`src/rtl/alu_arb_pkg.sv`:
```
// Shared types and constants for the ALU request arbiter.
package alu_arb_pkg;

  localparam int CMD_W = 7;

  typedef struct packed {
    logic       a_en;
    logic       b_en;
    logic [2:0] a_op;
    logic [1:0] b_op;
  } alu_cmd_t;

  typedef enum logic [1:0] {
    IDLE,
    ISSUE,
    WAIT,
    RESP
  } arb_state_t;

endpackage

```
`src/rtl/rr_picker.sv`:
```
// Combinational round-robin picker: first asserted request at or after the pointer.
module rr_picker #(
  parameter int NUM_REQ = 4,
  parameter int ID_W    = 2
) (
  input  logic [NUM_REQ-1:0] req_i,
  input  logic [ID_W-1:0]    ptr_i,
  output logic [NUM_REQ-1:0] grant_o,
  output logic [ID_W-1:0]    id_o,
  output logic               any_o
);

  always_comb begin
    logic            found;
    logic [ID_W-1:0] idx;
    found   = 1'b0;
    idx     = '0;
    grant_o = '0;
    id_o    = '0;
    for (int unsigned i = 0; i < NUM_REQ; i++) begin
      idx = ID_W'((32'(ptr_i) + i) % NUM_REQ);
      if (!found && req_i[idx]) begin
        found        = 1'b1;
        grant_o[idx] = 1'b1;
        id_o         = idx;
      end
    end
    any_o = found;
  end

endmodule

```
`src/rtl/alu_req_arbiter.sv`:
```
// Round-robin sharing of one ALU among NUM_REQ requesters.
// Optional per-requester grant counters when ALU_ARB_STATS_EN is defined.
module alu_req_arbiter
  import alu_arb_pkg::*;
#(
  parameter  int NUM_REQ = 4,
  parameter  int DATA_W  = 8,
  parameter  int ALU_LAT = 1,
  localparam int ID_W    = $clog2(NUM_REQ)
) (
  input  logic                      clk,
  input  logic                      rst,
  input  logic [NUM_REQ-1:0]        req_valid,
  output logic [NUM_REQ-1:0]        req_ready,
  input  logic [NUM_REQ*CMD_W-1:0]  req_cmd,
  input  logic [NUM_REQ*DATA_W-1:0] req_a,
  input  logic [NUM_REQ*DATA_W-1:0] req_b,
  output logic                      resp_valid,
  input  logic                      resp_ready,
  output logic [ID_W-1:0]           resp_id,
  output logic [DATA_W:0]           resp_c,
  output logic                      a_en,
  output logic                      b_en,
  output logic [2:0]                a_op,
  output logic [1:0]                b_op,
  output logic                      ALU_en,
  output logic [DATA_W-1:0]         A,
  output logic [DATA_W-1:0]         B,
  input  logic [DATA_W:0]           C,
  output logic                      busy
`ifdef ALU_ARB_STATS_EN
  ,
  output logic [NUM_REQ*16-1:0]     grant_cnt
`endif
);

  arb_state_t          state_q;
  logic [ID_W-1:0]     rr_ptr_q, rr_ptr_d;
  alu_cmd_t            cmd_q;
  logic [DATA_W-1:0]   a_q, b_q;
  logic [ID_W-1:0]     id_q;
  logic [DATA_W:0]     c_q;
  logic [1:0]          wait_cnt_q;

  logic [NUM_REQ-1:0]  pick_grant;
  logic [ID_W-1:0]     pick_id;
  logic                pick_any;
  logic                hs;

  rr_picker #(
    .NUM_REQ(NUM_REQ),
    .ID_W   (ID_W)
  ) u_picker (
    .req_i  (req_valid),
    .ptr_i  (rr_ptr_q),
    .grant_o(pick_grant),
    .id_o   (pick_id),
    .any_o  (pick_any)
  );

  // Grant is only offered in IDLE, so any offered grant is also a handshake.
  assign req_ready = (!rst && state_q == IDLE) ? pick_grant : '0;
  assign hs        = !rst && state_q == IDLE && pick_any;
  assign rr_ptr_d  = (pick_id == ID_W'(NUM_REQ - 1)) ? '0 : pick_id + 1'b1;

  always_ff @(posedge clk) begin
    if (rst) begin
      state_q    <= IDLE;
      rr_ptr_q   <= '0;
      cmd_q      <= '0;
      a_q        <= '0;
      b_q        <= '0;
      id_q       <= '0;
      c_q        <= '0;
      wait_cnt_q <= '0;
    end else begin
      unique case (state_q)
        IDLE: begin
          if (hs) begin
            cmd_q    <= alu_cmd_t'(req_cmd[int'(pick_id)*CMD_W +: CMD_W]);
            a_q      <= req_a[int'(pick_id)*DATA_W +: DATA_W];
            b_q      <= req_b[int'(pick_id)*DATA_W +: DATA_W];
            id_q     <= pick_id;
            rr_ptr_q <= rr_ptr_d;
            state_q  <= ISSUE;
          end
        end
        ISSUE: begin
          wait_cnt_q <= 2'(ALU_LAT - 1);
          state_q    <= WAIT;
        end
        WAIT: begin
          if (wait_cnt_q == '0) begin
            c_q     <= C;
            state_q <= RESP;
          end else begin
            wait_cnt_q <= wait_cnt_q - 1'b1;
          end
        end
        RESP: begin
          if (resp_ready) state_q <= IDLE;
        end
        default: state_q <= IDLE;
      endcase
    end
  end

  assign ALU_en     = (state_q == ISSUE);
  assign resp_valid = (state_q == RESP);
  assign busy       = (state_q != IDLE);
  assign a_en       = cmd_q.a_en;
  assign b_en       = cmd_q.b_en;
  assign a_op       = cmd_q.a_op;
  assign b_op       = cmd_q.b_op;
  assign A          = a_q;
  assign B          = b_q;
  assign resp_id    = id_q;
  assign resp_c     = c_q;

`ifdef ALU_ARB_STATS_EN
  logic [15:0] cnt_q [NUM_REQ];

  always_ff @(posedge clk) begin
    if (rst) begin
      for (int unsigned i = 0; i < NUM_REQ; i++) cnt_q[i] <= '0;
    end else if (hs && cnt_q[pick_id] != '1) begin
      cnt_q[pick_id] <= cnt_q[pick_id] + 16'd1;
    end
  end

  for (genvar g = 0; g < NUM_REQ; g++) begin : g_cnt
    assign grant_cnt[g*16 +: 16] = cnt_q[g];
  end
`endif

endmodule

```
`config.mk`:
```
export PLATFORM = sky130hd
export DESIGN_NAME = alu_req_arbiter
export DESIGN_NICKNAME = d
export VERILOG_FILES = /design/src/rtl/alu_arb_pkg.sv /design/src/rtl/rr_picker.sv /design/src/rtl/alu_req_arbiter.sv
export SDC_FILE = /design/constraint.sdc
export NUM_CORES = 1
export LEC_CHECK = 0
export CAP_MARGIN = 20
export CORE_MARGIN = 2
export CORE_UTILIZATION = 44
export DETAILED_ROUTE_END_ITERATION = 8
export GPL_ROUTABILITY_DRIVEN = 0
export HOLD_SLACK_MARGIN = 0.02
export PLACE_DENSITY = 0.89
export REMOVE_ABC_BUFFERS = 1
export SETUP_SLACK_MARGIN = 0.1
export SLEW_MARGIN = 20
export SYNTH_ARGS = -nofsm -noshare
export SYNTH_HDL_FRONTEND = slang
export SYNTH_SLANG_ARGS = --single-unit
```
`constraint.sdc`:
```
create_clock -name clk -period 6.75 [get_ports clk]
set_clock_uncertainty 0.05 [all_clocks]
set_input_delay 1.0125 -clock clk [delete_from_list [all_inputs] [get_ports clk]]
set_output_delay 1.0125 -clock clk [all_outputs]
set_load 0.02 [all_outputs]
```
=== After elaboration in Yosys (flattened, before gate mapping) ===
Cells that the tools add are included.

* Flip-flop bits (word level): 40
* Logic and storage cells: 96

* Add/subtract/negate cells: 5
* Multipliers: 1
* Magnitude comparators: 8
* Equality and inequality tests: 8
* Shifts and indexed selects: 3
* Multiplexer cells: 36
* Bitwise gates (word level): 3
* Reductions and logical operators: 21

{| class="wikitable"
|+ Operator list
! cell !! number
|-
| indexed part select 32 x 6 -> 8 bit || 2
|-
| indexed part select 28 x 6 -> 7 bit || 1
|-
| two-way mux 4 bit || 5
|-
| two-way mux 2 bit || 9
|-
| less-than comparator 2 x 3 -> 1 bit, second input constant || 4
|-
| two-way mux 1 bit || 12
|-
| bitwise OR 4 bit || 3
|-
| logical AND 1 bit || 9
|-
| binary-select mux 1 bit (select 2 bit) || 4
|-
| demux 1 bit (select 2 bit) || 4
|-
| >= comparator 2 x 1 -> 1 bit, second input constant || 4
|-
| case mux 2 bit (4 select lines) || 1
|-
| equality test 2 bit, second input constant || 3
|-
| inequality test 2 bit, second input constant || 3
|-
| AND reduction 2 bit || 3
|-
| multiplier 2 x 3 -> 5 bit, second input constant || 1
|-
| adder 2 x 1 -> 2 bit, second input constant || 2
|-
| adder 2 bit, second input constant || 2
|-
| zero test 1 bit || 4
|-
| zero test 2 bit || 2
|-
| case mux 2 bit (2 select lines) || 1
|-
| nonzero test 2 bit || 2
|-
| AND reduction 3 bit || 1
|-
| equality test 2 x 1 -> 1 bit, second input constant || 1
|-
| 2 further kinds || 2
|}

=== Depth between registers and ports, before layout ===
* Depth in word-level cells: 15
* Gate-level depth with buffers: 14
* Gate-level depth less buffers: 8

=== Cells and area by module ===
A second synthesis with hierarchy kept.

* Cell total of the unflattened synthesis: 293
* Area total of the unflattened synthesis: 2751.4 µm²

{| class="wikitable"
|+ Modules (own cells, without submodules)
! module !! times used !! cells each !! area an instance (µm²) !! sequential area each (µm²)
|-
| alu_req_arbiter || 1 || 248 || 2332.2 || 800.8
|-
| rr_picker || 1 || 45 || 419.2 || 0.0
|}

=== Worst setup path after synthesis ===
OpenSTA, ideal clock, no wires.

* Kind: reg-to-output
* Start: register rr_ptr_q[0]
* End: output port req_ready[0]
* Arrival time: 2.838 ns
* Setup slack: 2.849 ns
* Stages on the path, launching flop included: 11
* Path through: dfxtp_1 > buf_1 > inv_2 > ha_1 > clkbuf_1 > or3b_2 > a21oi_1 > a31oi_1 > o21ai_0 > a221oi_1 > nor2_1

* Cells in the longest elaborated chain, start to end: 13
* Elaborated cells between the ends (all ways): 48

{| class="wikitable"
|+ RTL lines
! what !! line !! source
|-
| from (decl) || alu_req_arbiter.sv:38 || <nowiki>logic [ID_W-1:0] rr_ptr_q, rr_ptr_d;</nowiki>
|-
| from (signal assigned) || alu_req_arbiter.sv:84 || <nowiki>rr_ptr_q <= rr_ptr_d;</nowiki>
|-
| parallel branches: the longest is 11 deep, another holds less-than comparator 2 x 3 -> 1 bit || -- ||
|-
| two-way mux 4 bit (*) || rr_picker.sv:22 || <nowiki>if (!found && req_i[idx]) begin</nowiki>
|-
| two-way mux 4 bit (*) || alu_req_arbiter.sv:62 || <nowiki>assign req_ready = (!rst && state_q == IDLE) ? pick_grant : '0;</nowiki>
|-
| to (decl) || alu_req_arbiter.sv:14 || <nowiki>output logic [NUM_REQ-1:0] req_ready,</nowiki>
|}

Mark *: on every way between the ends. The select of a mux whose other input is x is not followed.

=== Worst setup path after layout ===
Same ends and word-level chain as after synthesis.

==> summary.md <==
| Metric | Value |
|---|---|
| Status | completed |
| Static Leak | 1.67 nW |
| First-pass GRT wire length | 15100 um |
| Die X | 86.9 um |
| Final non-filler cell total | 581 |
| CP peak stage delay | 930 ps |
| PostCTS Resize Cnt | 0 |
| CTS root buffer | clkbuf_8 |
| Crit Path Category | flip-flop to output pin |
| Total of max-cap violations | 0 |
| Routed len/inst | 17.0 um |
| Row cnt | 30 |
| Beginning of the worst register-to-register path | rr_ptr_q[0] |
| Number of buffers and inverters on the critical path | 2 |
| Hold path startpoint | resp_id[0] |
| Min-Delay Path Class | flip-flop to flip-flop |
| Synth top area share | 26.5% |
| Inserted Diodes | 0 |
| Hold WS | 399 ps |
| Synth warn | 0 |
| Top Family by Delay on Critical Path | flip-flops |
| Via count | 3377 |
| WL final | 9850 um |
| Routed Antenna Nets | 0 |
| Yosys reg bits | 40 |
| Reg clk slew, reported paths | 80 ps |
| Hold_buf cts | 0 |
| Switching Power | 0.000878 W |
| Final period util | 76.9% |
| Hold EP | resp_id[0] |
| Placed Instances | 573 |
| Reg-to-reg critical path endpoint | B[2] |
| Number of global-route vias before repair | 3235 |
| Crit path max-delay cell type | dfxtp_2 |
| Worst skew pair latency | 290 ps |
| Max H-tree Level | 2 |
| Multi-input gate area | 2010 um^2 |
| Startpoint types | flip-flop |
| Mapped Cells | 376 |
| Cell area after placement | 4450 um^2 |
| Sequential Area | 802 um^2 |
| Critical Path End Type | output pin |
| Initial DRC Count | 171 |
| WP data required | 5690 ps |
| IO Count | 149 |
| Mean Syn Cell Area | 8.04 um^2 |
| Clock Power Share | 11.2% |
| Most common cell after layout, fill and taps aside | clkdlybuf4s50_1 |
| Switching Fraction | 46.9% |
| R2R depth | 9 |
| Asr flop ratio synth | 0% |
| Area of the core | 6720 um^2 |
| WP data arrival | 4130 ps |
| CTS buffer count | 5 |
| CP max FO | 43 |
| Initial core utilization | 45.0% |
| CP dominant cell by count | nor2_1 |
| Largest area contributor in the netlist | dfxtp_1 |
| Post-synth EDFFs | 0 |
| Power share of the sequential group | 21.2% |
| Post-route DRC | 0 |
| Slew Viols, Final | 0 |
| Port Buffers | 148 |
| Depth of the worst hold-timing path | 2 |
| Sequential share of the synthesized area | 26.5% |
| GR Overflow Total | 0 |
| P&R area growth vs syn | 51.3% |
| Design Area, Final | 4570 um^2 |
| Library cells used by synthesis | 46 |
| FILL cells | 533 |
| Highest clock rate | 193 MHz |
| Post CTS Setup Buffer Count | 0 |
| CTS tree | built |
| Die ar. | 7550 um^2 |
| RSZ-0062 raised after global routing | false |
| Area of the mapped netlist | 3020 um^2 |
| Rel. slew slack | 33.4% |
| DR vias/cell | 5.81 |
| Commonest cells after routing, fill and taps aside | clkdlybuf4s50_1, nand2_1, dfxtp_1 |
| Ys flop type | dfxtp_1 |
| CP Cell Sequence | inv_2, ha_1, mux4_2, nor2b_1, a22oi_1, nor2_1, a221oi_1, nor2_1, clkdlybuf4s50_1 |
| Die height | 86.9 um |
| Final Hold Fails | 0 |
| Largest net degree at the start of global routing | 44 |
| Tot GR Track Use | 24.7% |
| Fin nets | 621 |
| P_int | 0.000994 W |
| Antenna violations before repair | 0 |
| Final setup vio count | 0 |
| Clk sinks | 40 |
| Drt pass-1 iters | 4 |
| Flop2flop setup slack | 2320 ps |
| Layout cell share with drive strength beyond 1 | 10.6% |
| Min Tclk post-route | 5190 ps |
| Measured slew at the worst slew-check pin | 1000 ps |
| Clock Path Buffers | 2 |
| Synth area leaders | dfxtp_1, nand2_1, mux2i_1 |
| Cell Pwr Density | 409 nW/um^2 |
| Combinational fraction of design power | 67.6% |
| Total negative slack | 0 ps |
| Maximum VDD drop | 230 uV |
| Post-DP HPWL | 7190 um |
## routing by layer
| metal | vias to the layer above | wire length (um) | global-route usage, % | share of wire, % |
|---|---|---|---|---|
| li1 | 1646 | - | - | - |
| met1 | 1574 | 3860 | 29.3 | 39 |
| met2 | 141 | 4900 | 43.2 | 50 |
| met3 | 16 | 926 | 7.58 | 9.4 |
| met4 | 0 | 167 | 6.53 | 1.7 |
| met5 | - | 0 | 0 | 0 |
## through the flow
stage | util (%) | total power, W | worst slack [ps]
after global placement | 66.1 | 0.00162 | 2040
after CTS | 68.1 | 0.00188 | 1600
after global routing | 68.1 | 0.00200 | 1270
after detailed placement | 66.3 | 0.00166 | 1890
after floorplan | - | 0.00122 | 2440
final | 68.1 | 0.00187 | 1560
## worst max path at each step
stage / from / end / slack, ps / cells past startpoint
2_1_floorplan: rr_ptr_q[0] / req_ready[0] / 2440 / 8
3_3_place_gp: req_valid[3] / req_ready[3] / 2040 / 8
3_5_place_dp: req_valid[3] / req_ready[0] / 1890 / 8
4_1_cts: rr_ptr_q[0] / req_ready[3] / 1600 / 9
5_1_grt: rr_ptr_q[0] / req_ready[3] / 1270 / 9
6_report: rr_ptr_q[0] / req_ready[0] / 1560 / 9
## cell type report
cell class / instances / area share [%]
multi-input combinational: 292 / 43.9
timing repair buffer: 151 / 32.9
sequential: 40 / 17.5
tap: 80 / 2.19
clock buffer: 6 / 1.81
clock inverter: 2 / 0.848
inverter: 10 / 0.821
## cells in the mapped netlist (5+ instances only)
cell	count
a21oi_1	12
a221oi_1	5
a22oi_1	6
a311o_1	5
a31o_2	17
buf_2	7
clkbuf_1	20
dfxtp_1	40
ha_1	13
inv_1	9
mux2_2	5
mux2i_1	21
nand2_1	93
nor2_1	21
nor3_1	6
o221ai_1	9
o221ai_2	8
o22ai_1	27
o311ai_1	5
## power groups by stage
stage | clock network (W) | registers (W) | logic, W
6_report | 0.000209 | 0.000397 | 0.00127
5_1_grt | 0.000222 | 0.000407 | 0.00137
4_1_cts | 0.000213 | 0.000395 | 0.00127
3_5_place_dp | 0 | 0.000400 | 0.00126
3_3_place_gp | 0 | 0.000395 | 0.00122
2_1_floorplan | 0 | 0.000450 | 0.000767
## logic make-up (layout without fill, tap and decap cells)
family / count (synthesis) / after routing / synth area share, %
buf+inv: 44 / 169 / 7.57
flops: 40 / 40 / 26.5
fa+ha+maj: 13 / 13 / 5.38
simple gates: 135 / 135 / 18.5
compound gates: 114 / 114 / 30.7
xor+xnor: 1 / 1 / 0.290
mux: 29 / 29 / 11.1
## tightest hold or removal path, stage by stage, from the launching register on
cell	delay (ps)
dfxtp_1	320
nand2_1	50
nand2_1	40
## registers in the layout (all words and copies together) (netlist names), 2 cells and up
signal	count
resp_c	9
A	8
B	8
a_op	3
b_op	2
resp_id	2
rr_ptr_q	2
state_q	2
wait_cnt_q	2
No activity file was read; power rests on OpenSTA's default activity.
==> variant 1, RTL diff (same flow settings) <==
Build with the macro `ALU_ARB_STATS_EN` defined.
--- a/src/rtl/alu_req_arbiter.sv
+++ b/src/rtl/alu_req_arbiter.sv
@@ -1,4 +1,6 @@
 // Round-robin sharing of one ALU among NUM_REQ requesters.
 // Optional per-requester grant counters when ALU_ARB_STATS_EN is defined.
+`define ALU_ARB_STATS_EN
+
 module alu_req_arbiter
   import alu_arb_pkg::*;
Formal check against the unedited RTL (old outputs only; new: grant_cnt): equivalent (Yosys induction, for registers that start in step).
==> variant 1 against the unedited design <==
Hold slack gained 7.7 ps; routed wire length grew 98%; worst setup slack lost 690 ps; clock power grew to 2.6 times the old value; power grew 120%; register-to-register slack lost 1300 ps; synthesized area grew 110%; cell area grew 97%; sequential cell count grew 64; critical endpoint is now cnt_q[2][12]$_SDFFCE_PN0P_; largest power group unchanged.
==> variant 1: results (changes against the unedited design) <==
number of port buffers -> 212 (was 148)
clock buf count -> 12 (was 6)
#FFs+latches synth -> 104 (was 40)
wire length per cell -> 17.2 µm (was 17.0 µm)
Num CTS Buffers -> 9 (was 5)
slew margin rel. -> 35.1% (was 33.4%)
Yosys cell types -> 68 (was 46)
routed vias -> 6461 (was 3377)
register area -> 2720 µm² (was 802 µm²)
post-DP HPWL -> 14300 µm (was 7190 µm)
RR Endpoint -> cnt_q[2][12]$_SDFFCE_PN0P_ (was B[2]$_SDFFE_PP0P_)
compound-gate portion of the synthesized area -> 14.4% (was 30.7%)
area delta synth->final -> 39.2% (was 51.3%)
multi-input gates -> 579 (was 292)
leakage -> 0.00339 µW (was 0.00167 µW)
mapped cell area -> 6460 µm² (was 3020 µm²)
status -> finished clean (unchanged)
Clock Tree Root -> clkbuf_16 (was clkbuf_8)
Layout non-clock buf frac -> 24.5% (was 32.9%)
vias in the first global route -> 6085 (was 3235)
Hold EP -> resp_c[6]$_SDFFE_PP0P_ (was resp_id[0]$_SDFFE_PP0P_)
Peak VDD IR -> 0.237 mV (was 0.230 mV)
inverter count -> 30 (was 10)
register area share after synthesis -> 42.1% (was 26.5%)
Sw Ratio -> 46.3% (was 46.9%)
R2R depth -> 14 (was 9)
drt total wl -> 19500 µm (was 9850 µm)
Synth Area in XOR/XNOR -> 1.22% (was 0.290%)
count of plain and timing-repair buffers -> 223 (was 151)
adder-cell share of the synthesized area -> 2.71% (was 5.38%)
largest net degree at the start of global routing -> 57 (was 44)
Reg2Reg Launch Point -> rr_ptr_q[1]$_SDFFE_PP0P_ (was rr_ptr_q[0]$_SDFFE_PP0P_)
all-layer global routing usage -> 24.2% (was 24.7%)
mux cell area share after synthesis -> 7.92% (was 11.1%)
Critical Path Fanout Max -> 16 (was 43)
Reg2Reg Setup Slack -> 990 ps (was 2320 ps)
# H-tree levels -> 3 (was 2)
max reg flops -> 64 (was 9)
Arrival @ worst endpoint -> 5730 ps (was 4130 ps)
ranking of synthesized cells by area -> edfxtp_1 30%, dfxtp_1 12%, nor2_1 9.0%, nand2_1 5.3%, o21ai_0 4.7% (was dfxtp_1 26%, nand2_1 12%, mux2i_1 7.0%, o22ai_1 5.6%, ha_1 5.4%)
synthesized netlist cell count -> 766 (was 376)
Post-DP Area -> 8680 µm² (was 4450 µm²)
nets -> 1069 (was 621)
multi-input logic portion of the cell area -> 38.0% (was 43.9%)
initial DRC count -> 582 (was 171)
Post-synth EDFFs -> 64 (was 0)
share of cells above drive strength 1 -> 6.20% (was 10.6%)
clock-cell share of area -> 3.42% (was 2.65%)
Tmin final -> 5880 ps (was 5190 ps)
Min Hold Slack -> 407 ps (was 399 ps)
crit path from -> req_valid[1] (was rr_ptr_q[0]$_SDFFE_PP0P_)
pre-CTS setup slack -> 625 ps (was 1890 ps)
first-pass GRT wire length -> 30900 µm (was 15100 µm)
critical path class -> input port to flop (was flop to output port)
commonest cells in the netlist -> 155 x nor2_1, 92 x nand2_1, 64 x edfxtp_1 (was 93 x nand2_1, 40 x dfxtp_1, 27 x o22ai_1)
variant 1: routing by layer:
metal	share of wire, %	wire length, µm	vias up	global-route usage, %
met5	0	0	-	0
met4	2.9	571	0	9.54
met3	9.6	1880	56	5.26
met2	48	9470	369	40.2
met1	39	7620	2969	30.9
li1	-	-	3067	-
variant 1: power by group through the flow:
stage	Combinational, µW	Sequential (µW)	Clock [µW]
after floorplan	1350	1260	0
after global placement	2410	1070	0
after detailed placement	2450	1070	0
after CTS	2460	1060	551
after global routing	2690	1080	575
final	2480	1060	545
variant 1: critical path: stages:
cell and delay [ps]:
clkdlybuf4s50_1 720, nor4bb_1 350, a22o_1 210, a31oi_1 60, a32oi_1 730, mux4_2 460
inv_1 200, ha_1 210, inv_1 80, a211o_1 400, nor4_2 370, or2_1 380
nand2_1 560
==> variant 2, RTL diff (same settings) <==
Without the edit above. Encoding of `arb_state_t`: now Gray code (2 bits for 4 states).
--- a/src/rtl/alu_arb_pkg.sv
+++ b/src/rtl/alu_arb_pkg.sv
@@ -12,8 +12,8 @@
 
   typedef enum logic [1:0] {
-    IDLE,
-    ISSUE,
-    WAIT,
-    RESP
+    IDLE  = 2'b00,
+    ISSUE = 2'b01,
+    WAIT  = 2'b11,
+    RESP  = 2'b10
   } arb_state_t;
 
Formal check against the unedited RTL: no difference found for any inputs over 4 cycles, from zero or initial values and one cycle with rst high; so few cycles prove little.
==> variant 2 against the unedited design <==
Maximum frequency up 4.9%; cell area up 7.7%; routed wire length up 18%; count of clock-buffer cells in the layout down 1; synthesized cell count up 19%; worst setup slack better by 240 ps; synthesized area up 12%; die area up 11%; sequential cell count unchanged; critical path type is now input port to output port; highest routed layer unchanged.
Power is not compared: it rests on default switching activity, and its combinational part moved more than twofold at a synthesized area within 25%.
==> variant 2: results (changes against the unedited design) <==
Peak VDD IR -> 0.150 mV
slowest cell delay on critical path -> 630 ps (was 930 ps)
R2R depth -> 8 (was 9)
ranking of synthesized cells by area -> dfxtp_1 24%, or3_1 9.1%, a21oi_1 6.2%, a2111oi_0 5.7%, nand2_1 5.5% (was dfxtp_1 26%, nand2_1 12%, mux2i_1 7.0%, o22ai_1 5.6%, ha_1 5.4%)
number of port buffers -> 148 (unchanged)
largest net degree at the start of global routing -> 89 (was 44)
register area share after synthesis -> 23.7% (was 26.5%)
Reg2Reg Setup Slack -> 2920 ps (was 2320 ps)
initial antenna violation count -> 0 (unchanged)
met2 WL -> 5920 µm (was 4900 µm)
Post-DP Area -> 4790 µm² (was 4450 µm²)
initial DRC count -> 201 (was 171)
RR Endpoint -> rr_ptr_q[1]$_SDFFE_PP0P_ (was B[2]$_SDFFE_PP0P_)
share of cells above drive strength 1 -> 7.69% (was 10.6%)
fill cell count -> 626 (was 533)
via/cell ratio -> 6.00 (was 5.81)
Critical Path Fanout Max -> 31 (was 43)
all-layer global routing usage -> 26.3% (was 24.7%)
status -> finished clean (unchanged)
first-pass GRT wire length -> 18300 µm (was 15100 µm)
Yosys cell types -> 44 (was 46)
Reg2Reg Launch Point -> rr_ptr_q[1]$_SDFFE_PP0P_ (was rr_ptr_q[0]$_SDFFE_PP0P_)
wire length per cell -> 17.7 µm (was 17.0 µm)
post-DP HPWL -> 7790 µm (was 7190 µm)
commonest cells in the netlist -> 50 x nand2_1, 49 x or3_1, 42 x a21oi_1 (was 93 x nand2_1, 40 x dfxtp_1, 27 x o22ai_1)
nets -> 675 (was 621)
detailed-routing wirelength on met1 -> 4760 µm (was 3860 µm)
crit path max-delay cell type -> mux4_2 (was dfxtp_2)
register clock-pin slew on the reported worst setup and hold paths -> 80 ps (about the same)
slew margin rel. -> 29.1% (was 33.4%)
met3 routed wirelength -> 759 µm (was 926 µm)
## variant 2: worst min-delay path by stage
stage	depth (start not counted)	slack, ps	to	start
after floorplan	2	410	wait_cnt_q[1]$_SDFFE_PP0P_	wait_cnt_q[1]$_SDFFE_PP0P_
after global placement	2	390	resp_c[5]$_SDFFE_PP0P_	resp_c[5]$_SDFFE_PP0P_
after detailed placement	2	400	resp_c[2]$_SDFFE_PP0P_	resp_c[2]$_SDFFE_PP0P_
after CTS	2	410	resp_c[2]$_SDFFE_PP0P_	resp_c[2]$_SDFFE_PP0P_
after global routing	2	420	resp_c[5]$_SDFFE_PP0P_	resp_c[5]$_SDFFE_PP0P_
final	2	410	resp_c[2]$_SDFFE_PP0P_	resp_c[2]$_SDFFE_PP0P_
## variant 2: cells by family after synthesis
kind of cell / synth area share, %
flops: 23.7
simple gates: 30.7
buf+inv: 8.35
compound gates: 32.1
fa+ha+maj: 2.96
mux: 2.29
## variant 2: area by class of cell
type	count	share of cell area (%)
multi-input cells	353	47.3
clock buffers	5	1.40
inverters	7	0.534
flip-flops and latches	40	16.3
clock inverters	2	1.22
well taps	99	2.52
repair buffers	152	30.7
## variant 2: critical path, delay by kind of cell
family	cells	cell delay (ps)
buf+inv	2	1190
simple gates	3	840
mux	1	630
compound gates	2	220
## variant 2: stage by stage
step | util (%) | setup slack [ps] | std cells
after floorplan | - | 1660 | 400
after global placement | 65.0 | 1950 | 651
after detailed placement | 65.0 | 1840 | 651
after CTS | 66.7 | 1820 | 658
after global routing | 66.8 | 1620 | 658
final | 66.8 | 1800 | 658
## variant 2: power groups by stage
stage,combinational [µW],sequential (µW),clock [µW]
after floorplan,304,368,0
after global placement,604,309,0
after detailed placement,623,310,0
after CTS,625,305,236
after global routing,682,309,244
final,631,305,234
## variant 2: metal layers
metal,vias to the layer above,global-route usage [%]
li1,1886,-
met1,1867,31.9
met2,176,47.9
met3,16,3.29
met4,0,9.08
met5,-,0
